===== config.mk =====
export PLATFORM = sky130hd
export DESIGN_NAME = imem_arbiter
export DESIGN_NICKNAME = d
export VERILOG_FILES = /design/src/rtl/imem_arbiter.sv
export SDC_FILE = /design/constraint.sdc
export NUM_CORES = 1
export LEC_CHECK = 0
export CORE_ASPECT_RATIO = 0.9
export CORE_MARGIN = 2
export CORE_UTILIZATION = 18
export DETAILED_ROUTE_END_ITERATION = 6
export PLACE_DENSITY = 0.95
export SETUP_SLACK_MARGIN = 0.2
export SYNTH_ARGS = -nofsm -noshare
export SYNTH_HDL_FRONTEND = slang
export SYNTH_SLANG_ARGS = --single-unit

===== constraint.sdc =====
create_clock -name clk -period 2.1 [get_ports clk]
set_input_delay 0.42 -clock clk [delete_from_list [all_inputs] [get_ports clk]]
set_output_delay 0.42 -clock clk [all_outputs]
set_load 0.05 [all_outputs]

===== src/rtl/imem_arbiter.sv =====
// Instruction SRAM arbiter: shares the single-port i_cache SRAM between the
// CPU fetch path and the program loader. Holds the core in BOOT until the
// loader signals completion, then gives fetch strict priority in RUN.
// Optional macro IMEM_ARB_FAIR_EN adds a loader starvation counter in RUN.

`ifndef IADDR_WIDTH
`define IADDR_WIDTH 12
`endif
`ifndef CHIP_EN
`define CHIP_EN 1'b0
`endif
`ifndef CHIP_WDIS
`define CHIP_WDIS 1'b1
`endif

module imem_arbiter #(
  parameter int unsigned AW       = `IADDR_WIDTH,
  parameter int unsigned DW       = 32,
  parameter int unsigned MAX_WAIT = 8
) (
  input  logic          clk,
  input  logic          rst,
  input  logic          fetch_req,
  input  logic [AW-1:0] fetch_addr,
  output logic          fetch_gnt,
  output logic          fetch_valid,
  output logic [DW-1:0] fetch_data,
  output logic          cpu_hold,
  input  logic          ld_req,
  input  logic [AW-1:0] ld_addr,
  input  logic [DW-1:0] ld_wdata,
  output logic          ld_gnt,
  input  logic          ld_done,
  output logic [AW-1:0] mem_addr,
  output logic [DW-1:0] mem_wdata,
  output logic          mem_ceb,
  output logic          mem_web,
  input  logic [DW-1:0] mem_rdata
);

  localparam logic ChipEn   = `CHIP_EN;
  localparam logic ChipWdis = `CHIP_WDIS;

  typedef enum logic [0:0] {StBoot, StRun} state_e;

  state_e state_q, state_d;
  logic   fetch_valid_q;
  logic   starve;

`ifdef IMEM_ARB_FAIR_EN
  localparam logic [7:0] WaitMax = 8'(MAX_WAIT);
  logic [7:0] wait_q, wait_d;

  assign starve = ld_req && (wait_q == WaitMax);

  // Loader wait counter: counts denied cycles in RUN, saturates at WaitMax.
  always_comb begin
    wait_d = wait_q;
    if (state_q != StRun || !ld_req || ld_gnt) begin
      wait_d = 8'd0;
    end else if (wait_q != WaitMax) begin
      wait_d = wait_q + 8'd1;
    end
  end

  // Wait counter register.
  always_ff @(posedge clk) begin
    if (rst) begin
      wait_q <= 8'd0;
    end else begin
      wait_q <= wait_d;
    end
  end
`else
  assign starve = 1'b0;
`endif

  // Next state: BOOT leaves only on ld_done; RUN is terminal until reset.
  always_comb begin
    state_d = state_q;
    if (state_q == StBoot && ld_done) begin
      state_d = StRun;
    end
  end

  // State and read-valid registers.
  always_ff @(posedge clk) begin
    if (rst) begin
      state_q       <= StBoot;
      fetch_valid_q <= 1'b0;
    end else begin
      state_q       <= state_d;
      fetch_valid_q <= fetch_gnt;
    end
  end

  // Grant decode; all grants are forced off while reset is held.
  always_comb begin
    fetch_gnt = 1'b0;
    ld_gnt    = 1'b0;
    if (!rst) begin
      if (state_q == StBoot) begin
        ld_gnt = ld_req;
      end else if (starve) begin
        ld_gnt = 1'b1;
      end else begin
        fetch_gnt = fetch_req;
        ld_gnt    = ld_req & ~fetch_req;
      end
    end
  end

  // SRAM port drive; idle bus parks at zero with the chip disabled.
  always_comb begin
    mem_ceb   = ~ChipEn;
    mem_web   = ChipWdis;
    mem_addr  = '0;
    mem_wdata = '0;
    if (fetch_gnt) begin
      mem_ceb  = ChipEn;
      mem_addr = fetch_addr;
    end else if (ld_gnt) begin
      mem_ceb   = ChipEn;
      mem_web   = ~ChipWdis;
      mem_addr  = ld_addr;
      mem_wdata = ld_wdata;
    end
  end

  assign fetch_valid = fetch_valid_q;
  assign fetch_data  = fetch_valid_q ? mem_rdata : '0;
  assign cpu_hold    = (state_q == StBoot);

endmodule


==> results.tsv, run 1 <==
stage	metric	value	unit
synth	area leader, netlist	and2_1	
floorplan	Die H	64.60	µm
run_status	Failed at	global routing	
floorplan	Rows	22	
synth	sequential cell area fraction in the yosys report	5.451	%
placement	Post-DP HPWL	5633	µm
synth	largest family of logic cells by synthesized area	simple AND/OR/NAND/NOR gates	
placement	gp weighted congestion	0.7773	
synth	XOR/XNOR share of the synthesized area	0	%
placement	port bufs	174	
clock_network	CTS buffer count	3	
synth	Yosys reg bits	2	
synth	Synth area leaders	and2_1, a21oi_1, nand3_1	
floorplan	I/O pin total	175	
floorplan	Die Span X	71.33	µm
synth	Synth top area share	54.51	%
clock_network	cts hold-fix bufs	0	
clock_network	CTS sink cnt	2	
synth	Net Count, Synth	216	
sta	WEP type	top-level output	
synth	Synth Area in Adders	0	%
run_status	Log Error	[ERROR DPL-0033] detailed placement checks failed during check placement.	
synth	Mapped Avg Cell Area	5.971	µm²
synth	Synth Area in Compound Gates	9.199	%
global_routing	largest net degree at the start of global routing	34	
synth	Unique masters post-synth	14	
synth	Post-Syn Area	734.5	µm²
synth	mux contribution to synthesized area	0	%
floorplan	initial core utilization	18.40	%
global_routing	initial antenna violation count	1	
clock_network	CTS HTree Levels	1	
synth	simple-gate share of the synthesized area	75.13	%
synth	Ys Warns	0	
sta	Worst EP post-GRT repair	mem_wdata[21]	
clock_network	clock root buffer	clkbuf_8	
synth	Post-Syn Instances	123	
run_status	status	stopped before the end	
clock_network	clock buffer depth	2	
## logic make-up after synthesis
logic type	Yosys count
compound gates	13
flops	2
buf+inv	13
simple gates	95
## cell usage after synthesis (all sizes together)
cell type	count
and2	65
nand2	13
a21oi	12
nand3	12
buf	7
clkbuf	4
nor2	4
dfxtp	2
inv	2
nor3b	1
o21bai	1
## stage by stage
| step | setup WS, ns | area [µm²] | std cells |
|---|---|---|---|
| after floorplan | 0.06682 | 767.0 | 123 |
| after global placement | -0.05638 | 3385 | 342 |
| after detailed placement | -0.1209 | 3385 | 342 |
| after CTS | 0.1298 | 3670 | 356 |
## timing repair
action                                  in CTS
endpoints found under the setup margin      48
gates resized for setup                     48
gates cloned                                 3
setup buffers                                8
pin swaps                                   17
==> inputs of run 2 (changes only) <==
Settings changed: CORE_ASPECT_RATIO 0.9 to default, PLACE_DENSITY 0.95 to default, PLACE_DENSITY_LB_ADDON from default to 0.15, SETUP_SLACK_MARGIN 0.2 to default.
==> results.tsv, run 2 <==
stage	metric	value	unit
clock_network	cts hold-fix bufs	0	
worst_setup_path	Reg2Reg Setup Slack	1.31	ns
placement	gp weighted congestion	0.7073	
synth	Synth top area share	54.51	%
detailed_routing	Routed WL	7156	µm
layout	FF/Latch Area	40.04	µm²
power	PD cells	277.7	nW/µm²
placement	port bufs	174	
floorplan	initial core utilization	18.49	%
clock_network	CTS buffer count	3	
synth	Net Count, Synth	216	
detailed_routing	DRT Pass-1 Iters	4	
global_routing	initial antenna violation count	0	
sta	worst slew pin tran	0.5000	ns
floorplan	I/O pin total	175	
layout	commonest non-fill, non-tap cell in the layout	clkdlybuf4s50_1	
detailed_routing	via count	1605	
sta	TNS Setup	0	ns
synth	Post-Syn Area	734.5	µm²
power	IR Drop Worst-Case VDD	0.0002922	V
synth	Commonest cells post-synth	and2_1, nand2_1, a21oi_1, nand3_1	
synth	Synth area leaders	and2_1, a21oi_1, nand3_1	
synth	Yosys reg bits	2	
worst_setup_path	Reg2Reg Depth	3	
synth	sequential cell area fraction in the yosys report	5.451	%
clock_network	CTS sink cnt	2	
min_path	Endpoint, Worst Hold	state_q	
clock_network	CTS tree	yes	
sta	Final period util	96.99	%
global_routing	first-pass GRT wire length	10030	µm
sta	Worst Hold Slack	0.5318	ns
synth	Post-synth ARST share	0	%
sta	Pins Over Slew Limit	0	
worst_setup_path	FF-to-FF End	fetch_valid	
floorplan	core area	3971	µm²
synth	Post-Syn Instances	123	
run_status	status	complete, no violations	
global_routing	vias in the first global route	1673	
clock_network	Skew-Pair Late Insertion Delay	0.22	ns
detailed_routing	initial DRC count	73	
synth	most common cell in the netlist	and2_1	
min_path	Worst Hold Launch	state_q	
global_routing	largest net degree at the start of global routing	26	
worst_setup_path	Worst setup SP type	primary input	
synth	ys flop type	dfxtp_1	
layout	most frequent cells in the layout	clkdlybuf4s50_1, buf_12, and2_4, and2_1, nand2_1	
detailed_routing	# DRC	0	
floorplan	Die Span X	67.88	µm
layout	Fillers	167	
worst_setup_path	Crit path arrival time	1.62	ns
detailed_routing	Avg WL per Cell	20.21	µm
synth	Unique masters post-synth	14	
clock_network	clock buffer depth	2	
worst_setup_path	CP endpoint kind	output pin	
min_path	worst hold path depth	2	
synth	Post-synth EDFFs	0	
min_path	HP Class	reg -> reg	
detailed_routing	Via density	4.534	
floorplan	Die H	67.88	µm
layout	Layout Nets	399	
clock_network	CTS HTree Levels	1	
sta	Hold Fails Final Rpt	0	
power	P_leak	0.001484	µW
sta	Final Setup Violations	0	
placement	Post-DP HPWL	5046	µm
global_routing	GRT Resource Usage Total	30.58	%
sta	clk_skew	0.005170	ns
sta	Fmax achieved	491.0	MHz
floorplan	Rows	23	
synth	area leader, netlist	and2_1	
worst_setup_path	critical setup path kind	in -> out	
layout	Util after Layout	89.23	%
worst_setup_path	Reg2Reg Launch Point	state_q	
sta	Rel. slew slack	66.56	%
detailed_routing	post-route ant nets	0	
synth	Ys Warns	0	
floorplan	DIE AREA	4607	µm²
global_routing	GR Overflow Total	0	
run	Max Cap Viol	0	
layout	ant diodes	0	
layout	area of the multi-input gates	699.4	µm²
layout	proportion of layout cells with a drive suffix above 1	44.08	%
layout	Syn-to-layout area delta	382.5	%
worst_setup_path	worst path required time	1.68	ns
sta	RSZ-0062 raised after global routing	no	
worst_setup_path	critical path fanouts, max	8	
clock_network	clock root buffer	clkbuf_8	
sta	post-route minimum period	2.037	ns
synth	Mapped Avg Cell Area	5.971	µm²
clock_network	Worst-path clk slew	0.03	ns
run 2: cell counts after synthesis:
No cell type changed its count.
run 2: worst max-delay path, cell delays in order:
cell and delay [ns]:
dlygate4sd2_1 0.28, nor3b_4 0.26, buf_6 0.15, buf_12 0.10, buf_16 0.11, and2_4 0.16, buf_12 0.13
run 2: worst max-delay path by stage:
| stage | startpoint | to | slack, ns | cells past startpoint |
|---|---|---|---|---|
| 3_3_place_gp | fetch_req | mem_wdata[12] | -0.06 | 6 |
| 3_5_place_dp | fetch_req | mem_wdata[15] | -0.10 | 6 |
| 2_1_floorplan | fetch_req | mem_addr[10] | 0.07 | 4 |
| 6_report | rst | mem_wdata[2] | 0.06 | 7 |
| 4_1_cts | fetch_req | mem_wdata[2] | -0.02 | 7 |
| 5_1_grt | rst | mem_wdata[6] | 0.03 | 7 |
run 2: layout make-up:
class / instances / area share, %
well taps: 50 / 1.766
multi-input cells: 108 / 19.74
flip-flops and latches: 2 / 1.130
repair buffers: 189 / 75.99
inverters: 2 / 0.2119
clock buffers: 3 / 1.165
run 2: logic make-up (layout without fill, tap and decap cells):
family	count (synthesis)	after routing	share of synthesized area, %
AO/OA/AOI/OAI	13	13	9.200
flip-flops	2	2	5.452
AND/OR/NAND/NOR	95	95	75.13
buffers and inverters	13	194	10.22
run 2: report_power, final:
part | internal [µW] | leakage (µW) | switching, µW | total, µW
logic | 430 | 0.00145 | 353 | 783
registers | 40.4 | 0.0000166 | 2.78 | 43.2
clock network | 122 | 0.0000216 | 36.2 | 158
run 2: per-layer routing:
metal	vias to the layer above	wire length (µm)	GRT usage, %
met2	98	3897	57.72
li1	748	-	-
met3	23	706	10.69
met4	0	267	14.50
met1	736	2285	29.42
met5	-	0	0
run 2: timing repair:
action	CTS	global route
gates resized for setup	38	3
pin swaps	14	1
buffers inserted	4	1
gates cloned	2	0
endpoints found under the setup margin	42	32
run 2: per-stage QoR:
stage	area, µm²	setup slack (ns)	instances	total power [µW]
finish	3543	0.06321	354	983.9
global route	3543	0.03044	354	1016
CTS	3552	-0.02233	354	977.0
detailed placement	3337	-0.1030	345	766.7
global placement	3337	-0.05839	345	753.5
floorplan	734.5	0.06682	123	324.2
(Power assumes the default switching activity.)
==> inputs of run 3 (changes only) <==
Settings changed: ABC_AREA from default to 1, CORE_UTILIZATION 18 to 20, SLEW_MARGIN from default to 30.
==> results.tsv, run 3 <==
stage	metric	value	unit
clock_network	Worst-path clk slew	0.03	ns
sta	RSZ-0062 raised after global routing	yes	
layout	ant diodes	0	
clock_network	cts hold-fix bufs	0	
detailed_routing	DRT Pass-1 Iters	4	
synth	Commonest cells post-synth	inv_1, nand2_1, nor2_1	
floorplan	initial core utilization	20.71	%
layout	most frequent cells in the layout	clkdlybuf4s50_1, buf_12, inv_1, nand2_1, nor2_1	
sta	clk_skew	0.002297	ns
floorplan	Die H	68.36	µm
clock_network	CTS HTree Levels	1	
layout	FF/Latch Area	40.04	µm²
detailed_routing	# DRC	0	
floorplan	Die Span X	68.36	µm
layout	Non-Filler Instances	412	
global_routing	GR Overflow Total	0	
worst_setup_path	critical setup path kind	in -> out	
layout	Layout Nets	457	
layout	proportion of layout cells with a drive suffix above 1	28.18	%
layout	Util after Layout	87.86	%
run	Max Cap Viol	0	
global_routing	largest net degree at the start of global routing	34	
global_routing	first-pass GRT wire length	7859	µm
clock_network	CTS tree	yes	
synth	Post-synth ARST share	0	%
layout	commonest non-fill, non-tap cell in the layout	clkdlybuf4s50_1	
placement	Placed Cells	408	
detailed_routing	Avg WL per Cell	13.49	µm
min_path	HP Class	reg -> reg	
sta	Fmax achieved	482.3	MHz
global_routing	GRT Resource Usage Total	22.67	%
layout	Fillers	213	
sta	Final Setup Violations	0	
clock_network	Skew-Pair Late Insertion Delay	0.21	ns
global_routing	initial antenna violation count	0	
worst_setup_path	critical path fanouts, max	25	
detailed_routing	Via density	4.102	
power	P_leak	0.001844	µW
worst_setup_path	Reg2Reg Setup Slack	1.43	ns
synth	Post-synth EDFFs	0	
sta	post-route minimum period	2.073	ns
synth	sequential cell area fraction in the yosys report	4.834	%
worst_setup_path	worst path required time	1.68	ns
synth	ys flop type	dfxtp_1	
power	PD cells	267.2	nW/µm²
synth	Mapped Avg Cell Area	4.453	µm²
synth	area leader, netlist	inv_1	
sta	Hold Fails Final Rpt	0	
worst_setup_path	FF-to-FF End	fetch_valid	
worst_setup_path	Crit path arrival time	1.65	ns
sta	Worst Hold Slack	0.5660	ns
floorplan	DIE AREA	4672	µm²
synth	Unique masters post-synth	12	
sta	Final period util	98.72	%
layout	fin area	3515	µm²
placement	Post-DP HPWL	4940	µm
synth	Net Count, Synth	279	
synth	most common cell in the netlist	inv_1	
placement	DP Area	3441	µm²
detailed_routing	via count	1690	
floorplan	core area	4000	µm²
power	Pwr Total	938.9	µW
synth	Ys Warns	0	
sta	Rel. slew slack	66.91	%
clock_network	clock root buffer	clkbuf_8	
placement	gp weighted congestion	0.7026	
worst_setup_path	Worst setup SP type	primary input	
worst_setup_path	Critical Path End	mem_wdata[20]	
run_status	status	complete, no violations	
worst_setup_path	crit path from	fetch_req	
synth	Yosys reg bits	2	
synth	Post-Syn Area	828.3	µm²
layout	area of the multi-input gates	474.2	µm²
detailed_routing	initial DRC count	40	
global_routing	vias in the first global route	1639	
synth	Synth area leaders	inv_1, nand2_1, nor2_1	
sta	worst slew pin tran	0.4948	ns
power	IR Drop Worst-Case VDD	0.0002766	V
sta	Pins Over Slew Limit	0	
detailed_routing	Routed WL	5557	µm
detailed_routing	post-route ant nets	0	
clock_network	CTS buffer count	3	
placement	port bufs	174	
layout	Syn-to-layout area delta	324.3	%
clock_network	CTS sink cnt	2	
floorplan	Rows	23	
synth	Synth top area share	29.91	%
synth	Post-Syn Instances	186	
worst_setup_path	CP endpoint kind	output pin	
clock_network	clock buffer depth	2	
floorplan	I/O pin total	175	
worst_setup_path	Reg2Reg Depth	2	
worst_setup_path	Reg2Reg Launch Point	state_q	
## run 3: cell type report
class,count,area share [%]
clock buffers,3,1.175
inverters,67,7.156
multi-input cells,107,13.49
flip-flops and latches,2,1.139
well taps,50,1.780
repair buffers,183,75.26
## run 3: what timing repair did
item	4_1_cts	5_1_grt
gates cloned	0	0
gates resized for setup	1	4
endpoints found under the setup margin	13	7
setup buffers	1	0
pin swaps	1	0
## run 3: metal layers
layer / vias up / GRT usage [%] / part of all wire, %
li1: 862 / - / -
met1: 716 / 21.14 / 31
met2: 100 / 45.39 / 55
met3: 12 / 6.908 / 11
met4: 0 / 8.250 / 2.7
met5: - / 0 / 0
## run 3: worst min path at each step
stage	start	endpoint	slack, ns	cells past startpoint
finish	state_q	fetch_valid	0.57	2
global route	state_q	fetch_valid	0.61	2
CTS	state_q	fetch_valid	0.57	2
detailed placement	state_q	fetch_valid	0.56	2
global placement	state_q	fetch_valid	0.55	2
floorplan	rst	fetch_valid	0.49	1
## run 3: cells by family (layout without fill, tap and decap cells)
family,after synthesis,count (layout),share of synthesized area [%]
simple gates,106,106,55.14
buf+inv,77,253,39.43
flops,2,2,4.834
compound gates,1,1,0.6037
## run 3: worst max-delay path: stages
cell,delay (ns)
clkdlybuf4s50_1,0.44
nand2_4,0.13
nand3_4,0.10
buf_12,0.18
nor2_1,0.20
buf_12,0.17
## run 3: stage by stage
step                setup slack, ns  setup TNS [ns]
floorplan                    0.1811               0
global placement            0.03344               0
detailed placement         -0.04158         -0.1805
CTS                        0.006019               0
global route               -0.01422        -0.03634
finish                      0.02679               0
## run 3: where the power goes
group          leakage (µW)  switching (µW)  internal (µW)  total, µW
logic               0.00181             352            393        745
clock network     0.0000216            29.9            121        151
registers         0.0000166            2.16           40.4       42.6
total               0.00184             384            555        939
==> inputs of run 4 (changes only) <==
Settings changed: CORE_UTILIZATION 20 to 17.
Clock period 2.1 ns to 1.72 ns, I/O delays scaled along.
==> results.tsv, run 4 (synthesis gave the netlist of run 3 again) <==
stage	metric	value	unit
worst_setup_path	critical path fanouts, max	7	
layout	area of the multi-input gates	703.2	µm²
clock_network	CTS buffer count	3	
clock_network	clock buffer depth	2	
min_path	Worst Hold Launch	state_q	
sta	Final period util	99.54	%
floorplan	Die Span X	73.80	µm
global_routing	vias in the first global route	1790	
global_routing	GR Overflow Total	0	
global_routing	first-pass GRT wire length	9052	µm
detailed_routing	via count	1835	
layout	proportion of layout cells with a drive suffix above 1	40.16	%
sta	Setup WS post-layout	0.007912	ns
run_status	status	complete, no violations	
clock_network	CTS sink cnt	2	
sta	post-route minimum period	1.712	ns
detailed_routing	post-route ant nets	0	
floorplan	I/O pin total	175	
power	IR Drop Worst-Case VDD	0.0002081	V
layout	Layout Nets	466	
layout	most frequent cells in the layout	clkdlybuf4s50_1, buf_12, inv_1, nand2_1, nor2_4	
sta	clk_skew	0.001650	ns
clock_network	CTS tree	yes	
worst_setup_path	critical setup path kind	reg -> out	
floorplan	Die H	73.80	µm
min_path	Endpoint, Worst Hold	state_q	
detailed_routing	DRT Pass-1 Iters	4	
sta	Worst Hold Slack	0.5191	ns
layout	Syn-to-layout area delta	374.5	%
worst_setup_path	Reg2Reg Setup Slack	0.93	ns
layout	commonest non-fill, non-tap cell in the layout	clkdlybuf4s50_1	
placement	port bufs	174	
global_routing	GRT Resource Usage Total	21.75	%
worst_setup_path	Crit path arrival time	1.37	ns
min_path	HP Class	reg -> reg	
sta	worst slew pin tran	0.2461	ns
sta	Hold Fails Final Rpt	0	
layout	Fillers	246	
detailed_routing	Via density	4.189	
detailed_routing	# DRC	0	
worst_setup_path	worst path required time	1.38	ns
clock_network	clock root buffer	clkbuf_8	
power	Pwr Total	1254	µW
sta	Fmax achieved	584.1	MHz
placement	Post-DP HPWL	4891	µm
floorplan	core area	4723	µm²
worst_setup_path	CP endpoint kind	output pin	
worst_setup_path	FF-to-FF End	fetch_valid	
global_routing	initial antenna violation count	0	
worst_setup_path	Reg2Reg Depth	3	
worst_setup_path	Reg2Reg Launch Point	state_q	
detailed_routing	Routed WL	6631	µm
sta	TNS Setup	0	ns
placement	gp weighted congestion	0.7588	
placement	DP Worst Slack	-0.1954	ns
detailed_routing	initial DRC count	56	
detailed_routing	Avg WL per Cell	15.14	µm
sta	Pins Over Slew Limit	0	
worst_setup_path	Worst setup SP type	register	
clock_network	Skew-Pair Late Insertion Delay	0.21	ns
clock_network	cts hold-fix bufs	0	
layout	FF/Latch Area	41.29	µm²
run	Max Cap Viol	0	
floorplan	initial core utilization	17.54	%
clock_network	Worst-path clk slew	0.03	ns
sta	Rel. slew slack	83.60	%
min_path	worst hold path depth	2	
sta	Final Setup Violations	0	
power	P_leak	0.001943	µW
floorplan	Rows	25	
layout	Util after Layout	83.21	%
global_routing	largest net degree at the start of global routing	22	
sta	RSZ-0062 raised after global routing	yes	
layout	ant diodes	0	
floorplan	DIE AREA	5446	µm²
power	PD cells	319.0	nW/µm²
clock_network	CTS HTree Levels	1	
[run 4: cell count changes in the layout (fill, tap and decap cells not counted), moves of 2 or more]
cell,delta
buf_4,+4
nand2_2,+8
clkdlybuf4s50_1,-4
nor2_4,+28
buf_12,+2
nor2_1,-26
nand2_1,-8
clkbuf_16,+2
nor2_2,-2
[run 4: layer usage]
layer / track usage, % / share of wire, % / vias to the layer above
met5: 0 / 0 / -
met4: 7.071 / 2.9 / 0
met3: 5.898 / 8.5 / 18
met2: 43.15 / 58 / 111
met1: 21.27 / 30 / 822
li1: - / - / 884
[run 4: worst max path at each step]
stage / from / end / slack [ns] / cells after the start
after detailed placement: fetch_req / mem_wdata[7] / -0.20 / 6
final: state_q / mem_wdata[18] / 0.008 / 5
after CTS: rst / mem_addr[11] / -0.008 / 7
after global routing: state_q / mem_wdata[18] / -0.05 / 5
after global placement: fetch_req / mem_wdata[4] / -0.14 / 6
after floorplan: fetch_req / mem_wdata[23] / -0.01 / 4
[run 4: report_power, final]
group | switching, µW | internal (µW)
combinational | 486 | 532
sequential | 2.69 | 49.7
clock | 35.5 | 148
[run 4: what timing repair did]
action | CTS | global route
endpoints found under the setup margin | 47 | 32
gates cloned | 2 | 2
resized for setup | 63 | 21
pin swaps | 2 | 3
buffers inserted | 1 | 0
endpoints found under the hold margin | 0 | 0
[run 4: layout make-up]
class                      count  area share (%)
tap                           67           2.133
timing repair buffer         192           71.47
clock buffer                   3           1.051
sequential                     2           1.051
inverter                      67           6.399
multi-input combinational    107           17.89
[run 4: critical path, stage by stage, from the launching register on]
cell,delay [ns]
dfxtp_2,0.33
nand2_4,0.10
nand3_4,0.21
clkbuf_16,0.25
nor2_4,0.12
buf_12,0.15
[run 4: per-stage QoR]
stage               cell area, µm²  cells
floorplan                    832.0    186
global placement              3501    430
detailed placement            3501    430
CTS                           3802    436
global route                  3930    438
finish                        3930    438
